<file path="src/rtl/snn_pkg.sv">
// Shared types and helpers for the spiking-neuron array.
//   mem_t    : wide signed carrier for membrane arithmetic; users narrow it
//              to their own WIDTH (any WIDTH up to MAX_W is supported).
//   state_t  : sweep controller states.
//   sat_add  : signed add clamped to the range of a w-bit signed value.
package snn_pkg;

    localparam int MAX_W = 32;

    typedef logic signed [MAX_W-1:0] mem_t;

    typedef enum logic [1:0] {
        IDLE  = 2'd0,
        RUN   = 2'd1,
        CLEAR = 2'd2
    } state_t;

    // Operands are expected to already lie inside the w-bit signed range,
    // so one guard bit is enough to see any overflow before clamping.
    function automatic mem_t sat_add(input mem_t a, input mem_t b, input int w);
        logic signed [MAX_W:0] sum;
        logic signed [MAX_W:0] hi;
        logic signed [MAX_W:0] lo;
        sum = {a[MAX_W-1], a} + {b[MAX_W-1], b};
        hi  = (33'sd1 <<< (w - 1)) - 33'sd1;
        lo  = -(33'sd1 <<< (w - 1));
        if (sum > hi) begin
            return hi[MAX_W-1:0];
        end else if (sum < lo) begin
            return lo[MAX_W-1:0];
        end else begin
            return sum[MAX_W-1:0];
        end
    endfunction

endpackage

</file>
<file path="src/rtl/lif_core.sv">
// Combinational update of a single leaky-integrate-and-fire neuron.
//   mem, cur    : current membrane and input current (signed, WIDTH)
//   refrac      : remaining refractory timesteps
//   leak_en     : apply leak in this update
//   next_mem    : membrane value to write back
//   next_refrac : refractory count to write back
//   fire        : neuron spikes in this update
module lif_core
    import snn_pkg::*;
#(
    parameter int WIDTH      = 16,
    parameter int THRESH     = 32,
    parameter int RESET_VAL  = 0,
    parameter int LEAK_SHIFT = 1,
    parameter int REFRAC     = 2,
    parameter int RF_W       = 2
) (
    input  logic signed [WIDTH-1:0] mem,
    input  logic signed [WIDTH-1:0] cur,
    input  logic        [RF_W-1:0]  refrac,
    input  logic                    leak_en,
    output logic signed [WIDTH-1:0] next_mem,
    output logic        [RF_W-1:0]  next_refrac,
    output logic                    fire
);

    localparam logic signed [WIDTH-1:0] RST_MEM = WIDTH'(RESET_VAL);

    mem_t                    sum_w_s;
    logic signed [WIDTH-1:0] sum_s;

    // Refractory hold, threshold test and leak for one neuron.
    always_comb begin
        sum_w_s     = sat_add(mem_t'(mem), mem_t'(cur), WIDTH);
        sum_s       = sum_w_s[WIDTH-1:0];
        next_mem    = sum_s;
        next_refrac = refrac;
        fire        = 1'b0;
        if (refrac != '0) begin
            // Input current is discarded while refractory.
            next_refrac = refrac - RF_W'(1'b1);
            next_mem    = RST_MEM;
        end else if (sum_w_s >= mem_t'(THRESH)) begin
            fire        = 1'b1;
            next_mem    = RST_MEM;
            next_refrac = RF_W'(REFRAC);
        end else if (leak_en && (LEAK_SHIFT > 0)) begin
            // Arithmetic shift rounds toward -inf, so negative values decay
            // toward zero without crossing it.
            next_mem = sum_s - (sum_s >>> LEAK_SHIFT);
        end else begin
            next_mem = sum_s;
        end
    end

endmodule

</file>
<file path="src/rtl/lif_array.sv">
// Time-multiplexed LIF neuron array: one shared lif_core sweeps all neurons,
// one per cycle, after each start pulse and emits a dense spike stream.
//   clk, rst_n      : clock, asynchronous active-low reset
//   start, clear    : begin a timestep / zero all state (accepted when idle)
//   leak_en         : leak enable, latched at start
//   cur_idx, cur_in : current request index and same-cycle current
//   spk_valid, spk_idx, spk : registered spike-stream entry
//   busy, done      : timestep in progress / end-of-timestep pulse
//   rd_idx, rd_data : debug membrane read, one cycle latency
module lif_array
    import snn_pkg::*;
#(
    parameter int N_NEURONS  = 16,
    parameter int WIDTH      = 16,
    parameter int THRESH     = 32,
    parameter int RESET_VAL  = 0,
    parameter int LEAK_SHIFT = 1,
    parameter int REFRAC     = 2,
    parameter int IDX_W      = $clog2(N_NEURONS)
) (
    input  logic                    clk,
    input  logic                    rst_n,
    input  logic                    start,
    input  logic                    clear,
    input  logic                    leak_en,
    output logic [IDX_W-1:0]        cur_idx,
    input  logic signed [WIDTH-1:0] cur_in,
    output logic                    spk_valid,
    output logic [IDX_W-1:0]        spk_idx,
    output logic                    spk,
    output logic                    busy,
    output logic                    done,
    input  logic [IDX_W-1:0]        rd_idx,
    output logic signed [WIDTH-1:0] rd_data
);

    localparam int                      RF_W     = (REFRAC > 0) ? $clog2(REFRAC + 1) : 1;
    localparam logic [IDX_W-1:0]        LAST_IDX = IDX_W'(N_NEURONS - 1);
    localparam logic signed [WIDTH-1:0] RST_MEM  = WIDTH'(RESET_VAL);

    state_t                  state_r;
    state_t                  state_s;
    logic                    accept_s;
    logic                    last_s;
    logic [IDX_W-1:0]        idx_r;
    logic                    leak_l_r;
    logic signed [WIDTH-1:0] mem_r    [N_NEURONS];
    logic [RF_W-1:0]         refrac_r [N_NEURONS];

    logic signed [WIDTH-1:0] core_mem_s;
    logic [RF_W-1:0]         core_refrac_s;
    logic                    core_fire_s;

    logic                    spk_valid_r;
    logic [IDX_W-1:0]        spk_idx_r;
    logic                    spk_r;
    logic                    busy_r;
    logic                    done_r;
    logic signed [WIDTH-1:0] rd_data_r;

    lif_core #(
        .WIDTH      (WIDTH),
        .THRESH     (THRESH),
        .RESET_VAL  (RESET_VAL),
        .LEAK_SHIFT (LEAK_SHIFT),
        .REFRAC     (REFRAC),
        .RF_W       (RF_W)
    ) u_core (
        .mem         (mem_r[idx_r]),
        .cur         (cur_in),
        .refrac      (refrac_r[idx_r]),
        .leak_en     (leak_l_r),
        .next_mem    (core_mem_s),
        .next_refrac (core_refrac_s),
        .fire        (core_fire_s)
    );

    // Next-state logic; start wins over clear, both only seen in IDLE.
    always_comb begin
        state_s  = state_r;
        accept_s = 1'b0;
        last_s   = 1'b0;
        case (state_r)
            IDLE: begin
                if (start) begin
                    state_s  = RUN;
                    accept_s = 1'b1;
                end else if (clear) begin
                    state_s = CLEAR;
                end else begin
                    state_s = IDLE;
                end
            end
            RUN: begin
                if (idx_r == LAST_IDX) begin
                    state_s = IDLE;
                    last_s  = 1'b1;
                end else begin
                    state_s = RUN;
                end
            end
            CLEAR:   state_s = IDLE;
            default: state_s = IDLE;
        endcase
    end

    // State register.
    always_ff @(posedge clk or negedge rst_n) begin
        if (!rst_n) begin
            state_r <= IDLE;
        end else begin
            state_r <= state_s;
        end
    end

    // Sweep index (held at 0 outside RUN) and leak enable latch.
    always_ff @(posedge clk or negedge rst_n) begin
        if (!rst_n) begin
            idx_r    <= '0;
            leak_l_r <= 1'b0;
        end else begin
            if (state_r == RUN) begin
                idx_r <= last_s ? '0 : (idx_r + IDX_W'(1'b1));
            end
            if (accept_s) begin
                leak_l_r <= leak_en;
            end
        end
    end

    // Per-neuron membrane and refractory storage.
    always_ff @(posedge clk or negedge rst_n) begin
        if (!rst_n) begin
            for (int i = 0; i < N_NEURONS; i++) begin
                mem_r[i]    <= RST_MEM;
                refrac_r[i] <= '0;
            end
        end else if (state_r == CLEAR) begin
            for (int i = 0; i < N_NEURONS; i++) begin
                mem_r[i]    <= RST_MEM;
                refrac_r[i] <= '0;
            end
        end else if (state_r == RUN) begin
            mem_r[idx_r]    <= core_mem_s;
            refrac_r[idx_r] <= core_refrac_s;
        end
    end

    // Spike-stream, status and debug-read output registers.
    always_ff @(posedge clk or negedge rst_n) begin
        if (!rst_n) begin
            spk_valid_r <= 1'b0;
            spk_idx_r   <= '0;
            spk_r       <= 1'b0;
            busy_r      <= 1'b0;
            done_r      <= 1'b0;
            rd_data_r   <= RST_MEM;
        end else begin
            spk_valid_r <= (state_r == RUN);
            spk_idx_r   <= (state_r == RUN) ? idx_r : '0;
            spk_r       <= (state_r == RUN) && core_fire_s;
            // busy covers the extra cycle in which the last entry is shown.
            busy_r      <= (state_s == RUN) || last_s;
            done_r      <= last_s;
            // Array read sees the value before any same-edge write.
            rd_data_r   <= (int'(rd_idx) < N_NEURONS) ? mem_r[rd_idx] : RST_MEM;
        end
    end

    assign cur_idx   = idx_r;
    assign spk_valid = spk_valid_r;
    assign spk_idx   = spk_idx_r;
    assign spk       = spk_r;
    assign busy      = busy_r;
    assign done      = done_r;
    assign rd_data   = rd_data_r;

endmodule

</file>
<file path="config.mk">
export PLATFORM = sky130hd
export DESIGN_NAME = lif_array
export DESIGN_NICKNAME = d
export VERILOG_FILES = /design/src/rtl/snn_pkg.sv /design/src/rtl/lif_core.sv /design/src/rtl/lif_array.sv
export SDC_FILE = /design/constraint.sdc
export NUM_CORES = 1
export LEC_CHECK = 0
export ABC_AREA = 1
export CORE_MARGIN = 2
export CORE_UTILIZATION = 39
export CTS_CLUSTER_SIZE = 14
export DETAILED_ROUTE_END_ITERATION = 8
export PLACE_DENSITY = 0.62
export SYNTH_ARGS = -nofsm -noshare
export SYNTH_HDL_FRONTEND = slang
export SYNTH_HIERARCHICAL = 1
export SYNTH_SLANG_ARGS = --single-unit
</file>
<file path="constraint.sdc">
create_clock -name clk -period 5.6 [get_ports clk]
set_input_delay 0.84 -clock clk [delete_from_list [all_inputs] [get_ports clk]]
set_output_delay 0.84 -clock clk [all_outputs]
set_load 0.005 [all_outputs]
</file>
==> flow_metrics.tcl, run 1 <==
set metrics [dict create \
    status "finished clean" \
    fin_nets 2830 \
    final_util_pct 46.9 \
    grt_use_met2_pct 43.0 \
    vias 19800 \
    clkLatencyLatePin_ns 0.54 \
    grt.busiest_layer "met2" \
    max_freq_mhz 184 \
    antenna_found_initial 0 \
    required_ns 6.04 \
    start_util_pct 39.4 \
    core_area_sq_mm 0.0488 \
    hold_viol 0 \
    cp.depth 42 \
    drt-wirelength-per-cell_um 21.9 \
    relSlewSlack_pct 20.6 \
    area_growth_pct 19.0 \
    dieArea_sq_mm 0.0512 \
    layout_common_cells "nand2_1, nand3_1, inv_1" \
    yosys-top-cells-area "dfrtp_1, nand2_1, nand3_1" \
    clock_path_buffers 3 \
    tns_ns 0 \
    ctsHtreeMaxLevel 2 \
    grt_pass1_vias 18600 \
    timing.final.crit_share_pct 96.9 \
    synth_top_area_cell "dfrtp_1" \
    syn_inst 2714 \
    cp-end-kind "flop" \
    rows 81 \
    dr.pass1.iters 5 \
    synth_fa_ha_area_share_pct 3.26 \
    place_hpwl_mm 43.8 \
    layout_commonest_cell "nand2_1" \
    synth_edf_count 0 \
    syn_area_sq_mm 0.0193 \
    synth_nets 2788 \
    yosysWarnings 6 \
    grtUsageMet1_pct 38.9 \
    worstMarginPinSlew_ns 1.19 \
    setup_ws_ns 0.173 \
    path_class "flop to flop" \
    path_buf_inv 8 \
    cpLargestDelayFamily "simple AND/OR/NAND/NOR gates" \
    dpl_cell_area_sq_mm 0.0209 \
    portBuffers 52 \
    layout_min_cycle_time_ns 5.43 \
    place_congestion 0.888 \
    cts_sinks 319 \
    crit_top_cell "nand2_1" \
    dp_slack_ns -0.0738 \
    path_clk_slew_ns 0.06 \
    min_path_type "input port to asynchronous set/reset pin" \
    synthMuxAreaShare_pct 0.0584 \
    finish.instance_area_sq_mm 0.0229 \
    synthArstFlopShare_pct 100 \
    synth_compound_area_share_pct 12.7 \
    cts_made_buffers 37 \
    synth.distinct_cells 38 \
    ys_seq_area_share_pct 41.4 \
    synth_top_family_by_area "simple AND/OR/NAND/NOR gates" \
    cts_tree "built" \
    critPathMaxStageDelay_ns 0.58 \
    crit_fanout 8 \
    setup_viol 0 \
    hold_buffers 0 \
    avgSynthCellArea_sq_um 7.10 \
    fin_skew_ns 0.0180 \
    overflow 0 \
    drive_above_1_share_pct 11.8 \
    worstReg2RegEnd "mem_r[172]$_DFFE_PN0P_" \
    yosys.area_share.simple_pct 30.2 \
    maxCapViolCount 0 \
    netlist.area_leader.share_pct 41.4 \
    cts-root-buf "clkbuf_16" \
    crit_path_start "cur_idx[0]$_DFFE_PN0N_" \
    grt_pass1_wl_mm 111 \
    reg2reg_from "cur_idx[0]$_DFFE_PN0N_" \
    start_kind "flop" \
    use_met3_pct 5.87 \
    ioPinCount 53 \
    synth_ff_type "dfrtp_1" \
    synth_seq_cells 319 \
    yosys.area_share.xor_xnor_pct 0.636 \
    routed_via_density 5.77 \
    drcViolationCount 0 \
    antenna_cells 0 \
    slew_viol_final 0 \
    ant_nets 0 \
    drt-total-wl_mm 75.2 \
    grt_max_degree 121 \
    fp.dieH_um 226 \
    crit_path_top_delay_cell "dfrtp_4" \
    die_w_um 226 \
    rrSetupSlack_ns 0.17 \
    grtUsageTotal_pct 28.7 \
    rr_worst_depth 42 \
    arrival_ns 5.86 \
    drt-initial-drc-count 2379 \
]
==> Yosys cell counts, drive strengths merged (2+ instances only) <==
library cell and number:
nand2 927, a211oi 5, nor2 50, a21oi 52
dfrtp 319, or2 3, o211ai 2, nand3 393
xor2 6, clkbuf 104, xnor2 8, nor3 2
ha 47, a31oi 2, o22ai 289, inv 406
buf 64, o21ai 24, fa 2, o21bai 2
nand4 5
==> final cells by class <==
type,instances,area [sq um]
Clock buffer,52,1060
Clock inverter,6,30.0
Fill cell,4854,25900
Inverter,406,1540
Multi-Input combinational cell,1821,9520
Sequential cell,319,7990
Tap cell,664,831
Timing Repair Buffer,171,1960
==> stage by stage <==
| stage | hold WS, ns | instances |
|---|---|---|
| after floorplan | 0.490 | 2714 |
| after global placement | 0.503 | 3353 |
| after detailed placement | 0.514 | 3353 |
| after CTS | 0.452 | 3412 |
| after global routing | 0.456 | 3439 |
| final | 0.333 | 3439 |
==> per-layer routing <==
| layer | share of wire, % | vias to the layer above |
|---|---|---|
| met4 | 6.2 | 0 |
| met1 | 40 | 9440 |
| li1 | - | 8859 |
| met3 | 10 | 279 |
| met5 | 0 | - |
| met2 | 43 | 1254 |
==> worst register-to-register path: cells and delay by family (launching register included) <==
| kind | cells | cell delay [ns] |
|---|---|---|
| AND/OR/NAND/NOR | 26 | 2.24 |
| buffers and inverters | 8 | 0.90 |
| adder cells (fa/ha/maj) | 3 | 0.79 |
| AO/OA/AOI/OAI | 5 | 0.77 |
| flip-flops | 1 | 0.58 |
==> flip-flops by register name, indices dropped and copies added (netlist names) <==
signal / flops
mem_r: 256
refrac_r: 32
rd_data: 16
cur_idx: 4
spk_idx: 4
state_r: 2
busy: 1
done: 1
leak_l_r: 1
spk: 1
spk_valid: 1
==> kinds of logic after synthesis <==
kind of cell / Yosys count
XOR/XNOR: 14
AO/OA/AOI/OAI: 377
flip-flops: 319
buffers and inverters: 574
adder cells (fa/ha/maj): 49
multiplexers: 1
AND/OR/NAND/NOR: 1380
==> worst max-delay path by stage <==
stage                                   endpoint  slack [ns]
after global placement    mem_r[172]$_DFFE_PN0P_        0.13
after floorplan           mem_r[122]$_DFFE_PN0P_        0.16
after global routing      mem_r[220]$_DFFE_PN0P_       -0.09
final                     mem_r[172]$_DFFE_PN0P_        0.17
after CTS                  mem_r[46]$_DFFE_PN0P_        0.02
after detailed placement   mem_r[46]$_DFFE_PN0P_       -0.07
==> what timing repair did <==
action                                  CTS  global route
gates resized for setup                   4           113
buffers inserted                          0            20
pin swaps                                 0            26
cloned                                    1             7
endpoints found under the setup margin   49           194
Power of run 1 is not shown: default switching activity piles up to over one toggle a cycle in this logic, so the estimate is an artifact.
==> run 2, diff against run 1 <==
--- a/config.mk
+++ b/config.mk
@@ -7,10 +7,10 @@
 export LEC_CHECK = 0
 export ABC_AREA = 1
 export CORE_MARGIN = 2
-export CORE_UTILIZATION = 39
+export CORE_UTILIZATION = 40
 export CTS_CLUSTER_SIZE = 14
 export DETAILED_ROUTE_END_ITERATION = 8
-export PLACE_DENSITY = 0.62
+export PLACE_DENSITY = 0.63
 export SYNTH_ARGS = -nofsm -noshare
 export SYNTH_HDL_FRONTEND = slang
 export SYNTH_HIERARCHICAL = 1
==> run 2 against run 1 <==
Net effect: final area rose by 0.48%; largest cell class unchanged; sequential share of layout area fell by 0.17 points; maximum frequency rose by 0.12%; die area fell by 2.5%; core utilization rose by 1.4 points; register-to-register slack barely moved.
==> flow_metrics.tcl, run 2 (same netlist as run 1, synthesis figures left out) <==
set metrics [dict create \
    routed_via_density 5.90 \
    hold_viol 0 \
    setup_ws_ns 0.179 \
    die_w_um 223 \
    status "finished clean" \
    start_util_pct 40.4 \
    fp.dieH_um 223 \
    path_buf_inv 11 \
    antenna_cells 0 \
    drcViolationCount 0 \
    place_hpwl_mm 41.2 \
    area_growth_pct 19.6 \
    dieArea_sq_mm 0.0499 \
    worstMarginPinSlew_ns 1.20 \
    clkLatencyLatePin_ns 0.55 \
    grt_pass1_vias 19000 \
    fin_skew_ns 0.0306 \
    crit_path_top_delay_cell "dfrtp_4" \
    required_ns 6.03 \
    crit_fanout 16 \
    dr.pass1.iters 7 \
    drive_above_1_share_pct 11.7 \
    ctsHtreeMaxLevel 2 \
    grt_max_degree 127 \
    slew_viol_final 0 \
    min_path_type "input port to asynchronous set/reset pin" \
    core_area_sq_mm 0.0476 \
    drt-initial-drc-count 2972 \
    cpLargestDelayFamily "simple AND/OR/NAND/NOR gates" \
    drt-total-wl_mm 75.0 \
    cts_tree "built" \
    layout_min_cycle_time_ns 5.42 \
    drt-wirelength-per-cell_um 22.2 \
    start_kind "flop" \
    largest_register_ffs 256 \
    grt_pass1_wl_mm 110 \
    cts-root-buf "clkbuf_16" \
    maxCapViolCount 0 \
    clock_path_buffers 3 \
    arrival_ns 5.85 \
    place_congestion 0.879 \
    ant_nets 0 \
    setup_viol 0 \
    cts_made_buffers 37 \
    overflow 0 \
    vias 20000 \
    max_freq_mhz 184 \
    dp_slack_ns -0.132 \
    relSlewSlack_pct 19.8 \
    grtUsageTotal_pct 28.5 \
    cp-end-kind "flop" \
    path_clk_slew_ns 0.06 \
    path_class "flop to flop" \
    cts_sinks 319 \
    fin_nets 2817 \
    timing.final.crit_share_pct 96.8 \
    nFillCells 4617 \
    rows 80 \
    layout_common_cells "nand2_1, inv_1, nand3_1" \
    antenna_found_initial 0 \
    ioPinCount 53 \
    critPathMaxStageDelay_ns 0.59 \
    top_register "mem_r" \
    layout_commonest_cell "nand2_1" \
    portBuffers 52 \
    hold_buffers 0 \
]
run 2: routing by layer:
layer / vias up / global-route usage [%] / share of wire (%)
li1: 8844 / - / -
met1: 9512 / 39.0 / 39
met2: 1337 / 43.4 / 43
met3: 274 / 5.29 / 12
met4: 0 / 13.8 / 5.7
met5: - / 0 / 0
run 2: layout make-up:
| class | instances | area, sq um | share of cell area [%] |
|---|---|---|---|
| multi-input combinational | 1821 | 9550 | 41.5 |
| sequential | 319 | 7990 | 34.7 |
| timing repair buffer | 157 | 1970 | 8.56 |
| inverter | 406 | 1540 | 6.69 |
| clock buffer | 51 | 1090 | 4.73 |
| tap | 615 | 769 | 3.34 |
| clock inverter | 15 | 114 | 0.494 |
| timing repair inverter | 1 | 11.3 | 0.0489 |
run 2: final timing paths:
path | from | endpoint | slack (ns) | cells after the start
hold reg to reg | refrac_r[22]$_DFFE_PN0P_ | refrac_r[22]$_DFFE_PN0P_ | 0.53 | 2
setup reg to reg | cur_idx[0]$_DFFE_PN0N_ | mem_r[183]$_DFFE_PN0P_ | 0.18 | 38
min in group clk | refrac_r[22]$_DFFE_PN0P_ | refrac_r[22]$_DFFE_PN0P_ | 0.53 | 2
setup / recovery | cur_idx[0]$_DFFE_PN0N_ | mem_r[183]$_DFFE_PN0P_ | 0.18 | 38
hold / removal | rst_n | mem_r[128]$_DFFE_PN0P_ | 0.29 | 1
max in group asynchronous | rst_n | mem_r[155]$_DFFE_PN0P_ | 4.03 | 2
run 2: worst reg2reg max path: cells and delay by family, from the launching register on:
family	cells	cell delay, ns
simple gates	19	1.61
fa+ha+maj	3	0.77
buf+inv	11	1.40
compound gates	5	0.96
flops	1	0.59
run 2: metrics by stage:
step | cell area, sq um | hold slack, ns | utilization [%] | cells | TNS, ns
2_1_floorplan | 19300 | 0.490 | - | 2714 | 0
5_1_grt | 23000 | 0.382 | 48.4 | 3385 | -3.16
3_5_place_dp | 20700 | 0.513 | 43.4 | 3282 | -5.57
4_1_cts | 21900 | 0.361 | 46.0 | 3348 | 0
3_3_place_gp | 20700 | 0.502 | 43.4 | 3282 | -0.000516
6_report | 23000 | 0.286 | 48.4 | 3385 | 0
run 2: timing repair:
action,CTS,global route
pin swaps,0,29
hold endpoints to repair,0,0
buffers inserted,0,20
gates cloned,0,18
endpoints found under the setup margin,117,200
gates resized for setup,10,115
Power of run 2 is left out for the same reason.
==> run 3, diff against run 2 <==
--- a/config.mk
+++ b/config.mk
@@ -6,6 +6,7 @@
 export NUM_CORES = 1
 export LEC_CHECK = 0
 export ABC_AREA = 1
+export ABC_CLOCK_PERIOD_IN_PS = 5600
 export CORE_MARGIN = 2
 export CORE_UTILIZATION = 40
 export CTS_CLUSTER_SIZE = 14
==> results of run 3 <==
Same layout as run 2: the final DEF is identical, and so are final timing and power.
Power of run 3 is left out for the same reason.
